$ cat src/rtl/mult_sched_pkg.sv
// rtl/mult_sched_pkg.sv - shared encodings and defaults for the multiplier scheduler
package mult_sched_pkg;

    typedef enum logic [1:0] {
        ST_IDLE = 2'd0,
        ST_RUN  = 2'd1,
        ST_RESP = 2'd2
    } state_t;

    localparam int DEF_WIDTH   = 4;
    localparam int DEF_NUM_REQ = 4;
    localparam int DONE_CNT_W  = 8;

endpackage

$ cat src/rtl/mult_core_serial.sv
// rtl/mult_core_serial.sv - serial shift-add unsigned multiplier, fixed WIDTH-step latency
module mult_core_serial #(
    parameter int WIDTH = 4
) (
    input  logic               clk,
    input  logic               reset,
    input  logic               start,
    input  logic [WIDTH-1:0]   a,
    input  logic [WIDTH-1:0]   b,
    output logic               done,
    output logic [2*WIDTH-1:0] product
);

    localparam int CW = $clog2(WIDTH + 1);

    logic [2*WIDTH:0] acc_q, acc_d;
    logic [CW-1:0]    cnt_q, cnt_d;
    logic             run_q, run_d;
    logic             done_q, done_d;
    logic [WIDTH:0]   sum;

    always_comb begin
        acc_d  = acc_q;
        cnt_d  = cnt_q;
        run_d  = run_q;
        done_d = 1'b0;
        // Upper half plus B; the extra ACC bit keeps the carry until the shift.
        sum    = acc_q[2*WIDTH:WIDTH] + {1'b0, b};
        if (start) begin
            acc_d = {{(WIDTH + 1){1'b0}}, a};
            cnt_d = CW'(WIDTH);
            run_d = 1'b1;
        end else if (run_q) begin
            acc_d = acc_q[0] ? ({sum, acc_q[WIDTH-1:0]} >> 1) : (acc_q >> 1);
            cnt_d = cnt_q - CW'(1);
            if (cnt_q == CW'(1)) begin
                run_d  = 1'b0;
                done_d = 1'b1;
            end
        end
    end

    always_ff @(posedge clk or posedge reset) begin
        if (reset) begin
            acc_q  <= '0;
            cnt_q  <= '0;
            run_q  <= 1'b0;
            done_q <= 1'b0;
        end else begin
            acc_q  <= acc_d;
            cnt_q  <= cnt_d;
            run_q  <= run_d;
            done_q <= done_d;
        end
    end

    assign done    = done_q;
    assign product = acc_q[2*WIDTH-1:0];

endmodule

$ cat src/rtl/mult_sched_rr.sv
// rtl/mult_sched_rr.sv - round-robin scheduler sharing one serial multiplier among requesters
module mult_sched_rr
    import mult_sched_pkg::*;
#(
    parameter int NUM_REQ = DEF_NUM_REQ,
    parameter int WIDTH   = DEF_WIDTH,
    parameter int IDW     = $clog2(NUM_REQ)
) (
    input  logic                     clk,
    input  logic                     reset,
    input  logic [NUM_REQ-1:0]       req_valid,
    output logic [NUM_REQ-1:0]       req_ready,
    input  logic [NUM_REQ*WIDTH-1:0] req_a,
    input  logic [NUM_REQ*WIDTH-1:0] req_b,
    output logic                     rsp_valid,
    input  logic                     rsp_ready,
    output logic [IDW-1:0]           rsp_id,
    output logic [2*WIDTH-1:0]       rsp_product,
    output logic                     busy,
    output logic [DONE_CNT_W-1:0]    done_count
);

    state_t                  state_q, state_d;
    logic [IDW-1:0]          rr_ptr_q, rr_ptr_d;
    logic [IDW-1:0]          id_q, id_d;
    logic [WIDTH-1:0]        a_q, a_d, b_q, b_d;
    logic                    start_q, start_d;
    logic [IDW-1:0]          rsp_id_q, rsp_id_d;
    logic [2*WIDTH-1:0]      rsp_product_q, rsp_product_d;
    logic [DONE_CNT_W-1:0]   done_count_q, done_count_d;

    logic                    grant_found;
    logic [IDW-1:0]          grant_idx;
    logic [IDW:0]            cand_sum;
    logic [IDW-1:0]          cand;
    logic [WIDTH-1:0]        sel_a, sel_b;
    logic                    core_done;
    logic [2*WIDTH-1:0]      core_product;

    // First valid requester at or after rr_ptr, wrapping modulo NUM_REQ.
    always_comb begin
        grant_found = 1'b0;
        grant_idx   = '0;
        cand_sum    = '0;
        cand        = '0;
        for (int k = 0; k < NUM_REQ; k++) begin
            cand_sum = {1'b0, rr_ptr_q} + (IDW + 1)'(k);
            cand     = (cand_sum >= (IDW + 1)'(NUM_REQ)) ?
                       IDW'(cand_sum - (IDW + 1)'(NUM_REQ)) : IDW'(cand_sum);
            if (!grant_found && req_valid[cand]) begin
                grant_found = 1'b1;
                grant_idx   = cand;
            end
        end
    end

    always_comb begin
        sel_a     = '0;
        sel_b     = '0;
        req_ready = '0;
        for (int i = 0; i < NUM_REQ; i++) begin
            if (IDW'(i) == grant_idx) begin
                sel_a        = req_a[i*WIDTH +: WIDTH];
                sel_b        = req_b[i*WIDTH +: WIDTH];
                req_ready[i] = (state_q == ST_IDLE) && grant_found;
            end
        end
    end

    always_comb begin
        state_d       = state_q;
        rr_ptr_d      = rr_ptr_q;
        id_d          = id_q;
        a_d           = a_q;
        b_d           = b_q;
        start_d       = 1'b0;
        rsp_id_d      = rsp_id_q;
        rsp_product_d = rsp_product_q;
        done_count_d  = done_count_q;
        case (state_q)
            ST_IDLE: begin
                if (grant_found) begin
                    id_d     = grant_idx;
                    a_d      = sel_a;
                    b_d      = sel_b;
                    rr_ptr_d = (grant_idx == IDW'(NUM_REQ - 1)) ? '0 : grant_idx + IDW'(1);
                    start_d  = 1'b1;
                    state_d  = ST_RUN;
                end
            end
            ST_RUN: begin
                if (core_done) begin
                    rsp_id_d      = id_q;
                    rsp_product_d = core_product;
                    state_d       = ST_RESP;
                end
            end
            ST_RESP: begin
                if (rsp_ready) begin
                    done_count_d = done_count_q + DONE_CNT_W'(1);
                    state_d      = ST_IDLE;
                end
            end
            default: state_d = ST_IDLE;
        endcase
    end

    always_ff @(posedge clk or posedge reset) begin
        if (reset) begin
            state_q       <= ST_IDLE;
            rr_ptr_q      <= '0;
            id_q          <= '0;
            a_q           <= '0;
            b_q           <= '0;
            start_q       <= 1'b0;
            rsp_id_q      <= '0;
            rsp_product_q <= '0;
            done_count_q  <= '0;
        end else begin
            state_q       <= state_d;
            rr_ptr_q      <= rr_ptr_d;
            id_q          <= id_d;
            a_q           <= a_d;
            b_q           <= b_d;
            start_q       <= start_d;
            rsp_id_q      <= rsp_id_d;
            rsp_product_q <= rsp_product_d;
            done_count_q  <= done_count_d;
        end
    end

    mult_core_serial #(.WIDTH(WIDTH)) u_core (
        .clk     (clk),
        .reset   (reset),
        .start   (start_q),
        .a       (a_q),
        .b       (b_q),
        .done    (core_done),
        .product (core_product)
    );

    assign rsp_valid   = (state_q == ST_RESP);
    assign busy        = (state_q != ST_IDLE);
    assign rsp_id      = rsp_id_q;
    assign rsp_product = rsp_product_q;
    assign done_count  = done_count_q;

endmodule
$ cat config.mk
export PLATFORM = sky130hd
export DESIGN_NAME = mult_sched_rr
export DESIGN_NICKNAME = d
export VERILOG_FILES = /design/src/rtl/mult_sched_pkg.sv /design/src/rtl/mult_core_serial.sv /design/src/rtl/mult_sched_rr.sv
export SDC_FILE = /design/constraint.sdc
export NUM_CORES = 1
export LEC_CHECK = 0
export ABC_AREA = 1
export BUFFER_PORTS_ARGS = -buffer_cell sky130_fd_sc_hd__clkbuf_2
export CORE_UTILIZATION = 30
export CTS_BUF_LIST = sky130_fd_sc_hd__clkbuf_4
export CTS_CLUSTER_DIAMETER = 100
export DETAILED_ROUTE_END_ITERATION = 12
export PLACE_DENSITY = 0.47
export SETUP_SLACK_MARGIN = 0.1
export SYNTH_ARGS = -nofsm -noshare
export SYNTH_HDL_FRONTEND = slang
export SYNTH_SLANG_ARGS = --single-unit
$ cat constraint.sdc
create_clock -name clk -period 7.1 [get_ports clk]
set_clock_uncertainty 0.2 [all_clocks]
set_input_delay 0.355 -clock clk [delete_from_list [all_inputs] [get_ports clk]]
set_output_delay 0.355 -clock clk [all_outputs]
set_load 0.005 [all_outputs]
* After elaboration in Yosys (flattened, before gate mapping) *
Cells that the tools add are included.

storage, ports and cells
  bits in registers = 47
  input bits = 39
  logic and storage cells = 107

operators by class
  $add $sub $neg = 11
  $lt $le $gt $ge = 8
  eq/ne operators = 10
  multiplexer cells = 50
  reduce and logical (&&, ||, !) cells = 15

operators with widths
  kind                 count
  $mux 4               8
  $mux 2               12
  $mux 1               20
  $mux 9               2
  $lt 2x3->1 const B   4
  $ge 3x3->1 const B   3
  $add 8x1->8 const B  1
  $bmux 1 s2           4
  $mux 8               1
  $sub 2x1->2 const B  4
  $add 2x2->3 const B  2
  $mux 3               2
  $pmux 2 s3           1
  $reduce_and 2->1     3
  $add 5x4->5          1
  $eq 2x2->1 const A   2
  $eq 2x2->1 const B   2
  $logic_and 1x1->1    4
  $logic_not 2->1      2
  $ne 2x1->1 const B   2
  $reduce_bool 2->1    2
  $add 2x1->3 const B  1
  $eq 3x1->1 const B   1
  $ge 2x3->1 const B   1
  other kinds (7)      9

* Depth between registers and ports, before layout *
  depth in word-level cells = 19
  depth in mapped cells = 19
  gate-level depth less buffers = 18

* Cells and area by module *
Synthesis repeated with hierarchy kept, for this count alone.

second synthesis, totals
  cell total of the unflattened synthesis = 326
  area, all modules = 2640.0 µm²

by module, submodules not included
  module            instances  cells each  area each (µm²)
  mult_sched_rr     1          236         1874.3
  mult_core_serial  1          90          765.7

* Worst setup path after synthesis *
Ideal clock, no wire load.

  path type = reg2reg
  start = register rr_ptr_q[0]
  end = register b_q[1]
  arrival = 2.322 ns
  data required time = 6.817 ns
  setup slack = 4.496 ns
  stages on the path, launching flop included = 19
  path buffers = 2
  cells stage by stage = dfrtp_1 > buf_6 > nand2_1 > nand2_1 > o21ai_1 > inv_1 > nand3_1 > nand2_1 > nand2_1 > inv_1 > ha_1 > clkbuf_1 > nor2_1 > nand2_1 > nand2_1 > o21ai_0 > o21ai_0 > nand2_1 > o21ai_0

between the ends
  cells in the longest elaborated chain, start to end = 19
  elaborated cells on any way between the ends = 46
  those cells by class = add/sub (7); order compare (4); eq/ne (3); mux (24); reduce/logical (8)

RTL lines
  element                                               RTL line              source
  start, declared                                       mult_sched_rr.sv:24   logic [IDW-1:0] rr_ptr_q, rr_ptr_d;
  start signal, assigned                                mult_sched_rr.sv:121  rr_ptr_q <= rr_ptr_d;
  branches (longest 13 deep; another with $add 2x1->3)  --
  $mux 2 (*)                                            mult_sched_rr.sv:50   if (!grant_found && req_valid[cand]) begin
  net grant_idx[0]                                      mult_sched_rr.sv:33   logic [IDW-1:0] grant_idx;
  $logic_not 2->1                                       mult_sched_rr.sv:62   if (IDW'(i) == grant_idx) begin
  $mux 4 (3 in a row)                                   mult_sched_rr.sv:62
  $mux 4 (*)                                            mult_sched_rr.sv:62
  end signal, assigned                                  mult_sched_rr.sv:114  b_q <= '0;
  end signal, assigned                                  mult_sched_rr.sv:124  b_q <= b_d;
  end, declared                                         mult_sched_rr.sv:26   logic [WIDTH-1:0] a_q, a_d, b_q, b_d;

Mark *: on every way through the listed nets, which the timed path passes. The select of a mux whose other input is x is not followed.
A chain may end at the register's enable or synchronous reset.

* Final worst setup path *
  start = register rr_ptr_q[0]
  end = output port req_ready[2]

between the ends
  cells in the longest elaborated chain, start to end = 16
  elaborated cells on any way between the ends = 40
  those cells by class = add/sub (7); order compare (4); eq/ne (1); mux (21); reduce/logical (7)

RTL lines
  element                                               RTL line             source
  branches (longest 13 deep; another with $add 2x1->3)  --
  $mux 2 (*)                                            mult_sched_rr.sv:50
  net grant_idx[1]                                      mult_sched_rr.sv:33
  $eq 2x2->1 (*)                                        mult_sched_rr.sv:62
  $mux 1 (*)                                            mult_sched_rr.sv:62
  end, declared                                         mult_sched_rr.sv:12  output logic [NUM_REQ-1:0] req_ready,

Marks and branches as above.

==> metrics.csv <==
stage,metric,value,unit
grt,Congestion Overflow GR,0,
synth,Yosys warning count,0,
synth,predominant post-synthesis flop cell,dfrtp_1,
cells_and_area,fillers,870,
grt,global route hottest layer,met2,
timing,RSZ-0062 raised after global routing,no,
cts,CTS H-tree lvls,2,
status,violated checks,hold timing,
cells_and_area,# diodes,0,
setup_path,"Arr. time, crit path",2.77,ns
timing,Finish-stage setup viols,0,
synth,Cells after Synth,321,
grt,met1 GRT Util,0.1937,
pwr,P per Cell Area,448.2,nW/um^2
setup_path,crit-path leading delay family,simple AND/OR/NAND/NOR gates,
cts,CTS tree,done,
grt,global-route wire length before repair,9880,um
timing,fin. max-slew vios,0,
setup_path,CP Class,reg -> out,
cts,clk_lat worst skew,0.36,ns
routing,Via density,4.524,
synth,sequential cell area fraction in the yosys report,0.4492,
routing,ANT nets after route,0,
cells_and_area,area growth from synthesis to layout,18.80,%
setup_path,worst path bufs/invs,4,
setup_path,data required time of the critical path,6.55,ns
placement,dpl cell area,2952,sq um
cells_and_area,Final nets,434,
routing,Initial DRC Count,69,
timing,Fmax,300.8,MHz
cts,CTS Sinks,46,
grt,initial antenna violation count,0,
cts,cts bufs inserted,5,
timing,setup TNS,0,ns
cells_and_area,fin util,0.3686,
hold_path,Hold Path Class,in -> async,
die,Ports,63,
placement,routability cong.,0.7760,
cts,Setup Buffers After CTS,0,
routing,post-DR wirelength/cell,11.25,um
synth,post-synth cell types,30,
cts,Worst-path clk slew,0.14,ns
grt,Tot GR Track Use,0.1399,
placement,pre-CTS setup slack,3.961,ns
routing,vias,2212,
setup_path,R2R cell count,17,
grt,met3 usage,0.02738,
die,die width,94.42,um
timing,fin crit period,3.324,ns
pwr,total power,1.365,mW
cells_and_area,"non-filler cells, final",489,
die,CORE AREA,8258,sq um
timing,Min Hold Slack,-0.02031,ns
setup_path,delay of the slowest cell on the worst path,0.57,ns
pwr,worst vdd ir,252.6,uV
placement,placed cells,480,
timing,Slew HR,0.3507,
synth,Seq cells post-synth,46,
cells_and_area,fin area,3044,sq um
die,die height,94.42,um
routing,First-pass DRT Iterations,4,
die,# rows,33,
timing,period utilisation layout,0.4682,
cts,root buffer cell,clkbuf_4,
placement,post-DP HPWL,4145,um
timing,endpoints failing hold,29,
cts,post-cts resize count,0,
setup_path,Worst setup SP type,register,
status,outcome,"finished, violations left",
placement,# port buffers,62,
setup_path,Worst setup EP type,output pin,
grt,largest net degree at the start of global routing,47,
routing,Routed WL,5503,um
setup_path,largest fanout on the critical path,12,
synth,ys async rst share,1.000,
synth,Synth Area per Inst,7.983,sq um
timing,setup ws final,3.776,ns
routing,DRC,0,
synth,cell area after synthesis,2562,sq um
setup_path,worst-path cell chain,inv_1 -> nand2_1 -> nand2_2 -> nand2_2 -> nand2_2 -> nor2_4 -> nand3_1 -> nand3_1 -> nand2_1 -> inv_1 -> ha_1 -> inv_1 -> nor2_1 -> clkbuf_2,
grt,vias in the first global route,2172,
pwr,Lkg Pwr,1.638,nW
cells_and_area,layout cell share with drive strength beyond 1,0.2266,
die,Starting Density,0.3103,
die,die area,8915,sq um
setup_path,CP max-delay cell,dfrtp_1,
synth,Post-Syn Nets,372,
flow_run,Max Cap Violations,0,
setup_path,WP depth,14,
grt,met2 Resource Use GR,0.2192,
cts,CTS max path bufs,2,
synth,"EDFF count, synth",0,
timing,Slew @ Worst Pin,0.9725,ns
## per-layer routing
| layer | vias up | share of wire |
|---|---|---|
| met5 | - | 0 |
| met4 | 0 | 0.014 |
| met3 | 7 | 0.051 |
| met2 | 74 | 0.41 |
| met1 | 973 | 0.52 |
| li1 | 1158 | - |
## layout by cell type (no fill, tap or decap)
cell type | synthesis | layout
ha_1 | 11 | 11
nand3_1 | 9 | 9
inv_4 | 1 | 1
nand2_4 | 1 | 1
xor2_1 | 4 | 4
mux2_2 | 3 | 3
bufinv_16 | 0 | 1
clkbuf_2 | 0 | 62
clkinvlp_4 | 0 | 1
dlygate4sd3_1 | 0 | 1
o32ai_1 | 1 | 1
o31ai_1 | 1 | 1
nor2_4 | 1 | 1
o21ai_0 | 40 | 40
a31oi_1 | 3 | 3
xnor2_1 | 4 | 4
nand4_1 | 2 | 2
a21o_1 | 1 | 1
nand2_1 | 101 | 101
dfrtp_1 | 46 | 46
inv_2 | 1 | 2
nand2_2 | 5 | 5
a22oi_1 | 3 | 3
a21oi_1 | 11 | 11
inv_1 | 38 | 37
o221ai_1 | 1 | 1
nor2_1 | 16 | 16
a211oi_1 | 1 | 1
fa_1 | 1 | 1
clkbuf_4 | 0 | 6
o22ai_1 | 2 | 2
nand3_2 | 4 | 4
o21ai_1 | 1 | 1
## where the power goes
group          total, mW  switching, mW  leakage [nW]  internal, mW
Clock              0.164         0.0861        0.0419        0.0782
Combinational      0.777          0.490          1.01         0.286
Sequential         0.423         0.0682         0.590         0.355
## cell usage after synthesis, types with 2 or more instances
master,n,share of area
xnor2_1,4,0.014
xor2_1,4,0.014
a31oi_1,3,0.0073
o21ai_0,40,0.078
nand4_1,2,0.0049
inv_1,38,0.056
nand3_1,9,0.018
nand2_1,101,0.15
nand2_2,5,0.012
nand3_2,4,0.016
ha_1,11,0.054
dfrtp_1,46,0.45
a21oi_1,11,0.021
mux2_2,3,0.013
o22ai_1,2,0.0049
buf_6,3,0.013
clkbuf_1,5,0.0073
nor2_1,16,0.023
a22oi_1,3,0.0088
## what timing repair did
action / CTS / global route
hold buffers: 1 / 0
endpoints found under the hold margin: 1 / 0
setup endpoints to repair: 0 / 0
## path summary, 6_finish.rpt
kind | endpoint | slack [ns] | start
worst max-delay path | req_ready[2] | 3.78 | rr_ptr_q[0]
worst min-delay path | rsp_product[7] | -0.02 | reset
worst max register to register | a_q[0] | 3.89 | rr_ptr_q[0]
worst min register to register | state_q[0] | 0.27 | u_core.done
max in group asynchronous | u_core.cnt_q[2] | 6.10 | reset
min in group clk | b_q[0] | 0.10 | req_b[12]
## logic make-up (layout without fill, tap and decap cells)
logic type	after synthesis	in the layout	synth area share
AO/OA/AOI/OAI	65	65	0.1382
AND/OR/NAND/NOR	139	139	0.2305
flip-flops	46	46	0.4492
multiplexers	3	3	0.01318
buffers and inverters	48	111	0.08008
XOR/XNOR	8	8	0.02734
adder cells (fa/ha/maj)	12	12	0.06152
## layout make-up
| type | count | area [sq um] | area share |
|---|---|---|---|
| Inverter | 40 | 152.6 | 0.05014 |
| Sequential cell | 46 | 1151 | 0.3781 |
| Clock buffer | 6 | 45.04 | 0.01480 |
| Timing Repair Buffer | 63 | 320.3 | 0.1052 |
| Multi-Input combinational cell | 227 | 1206 | 0.3962 |
| Tap cell | 105 | 131.4 | 0.04316 |
| Clock inverter | 2 | 37.54 | 0.01233 |
## registers in the layout, indices dropped and copies added, names as in the netlist
register / flops
rr_ptr_q: 2
u_core.run_q: 1
id_q: 2
rsp_product: 8
u_core.cnt_q: 3
u_core.done: 1
state_q: 2
rsp_id: 2
start_q: 1
u_core.acc_q: 8
done_count: 8
b_q: 4
a_q: 4
(Power assumes the default switching activity.)
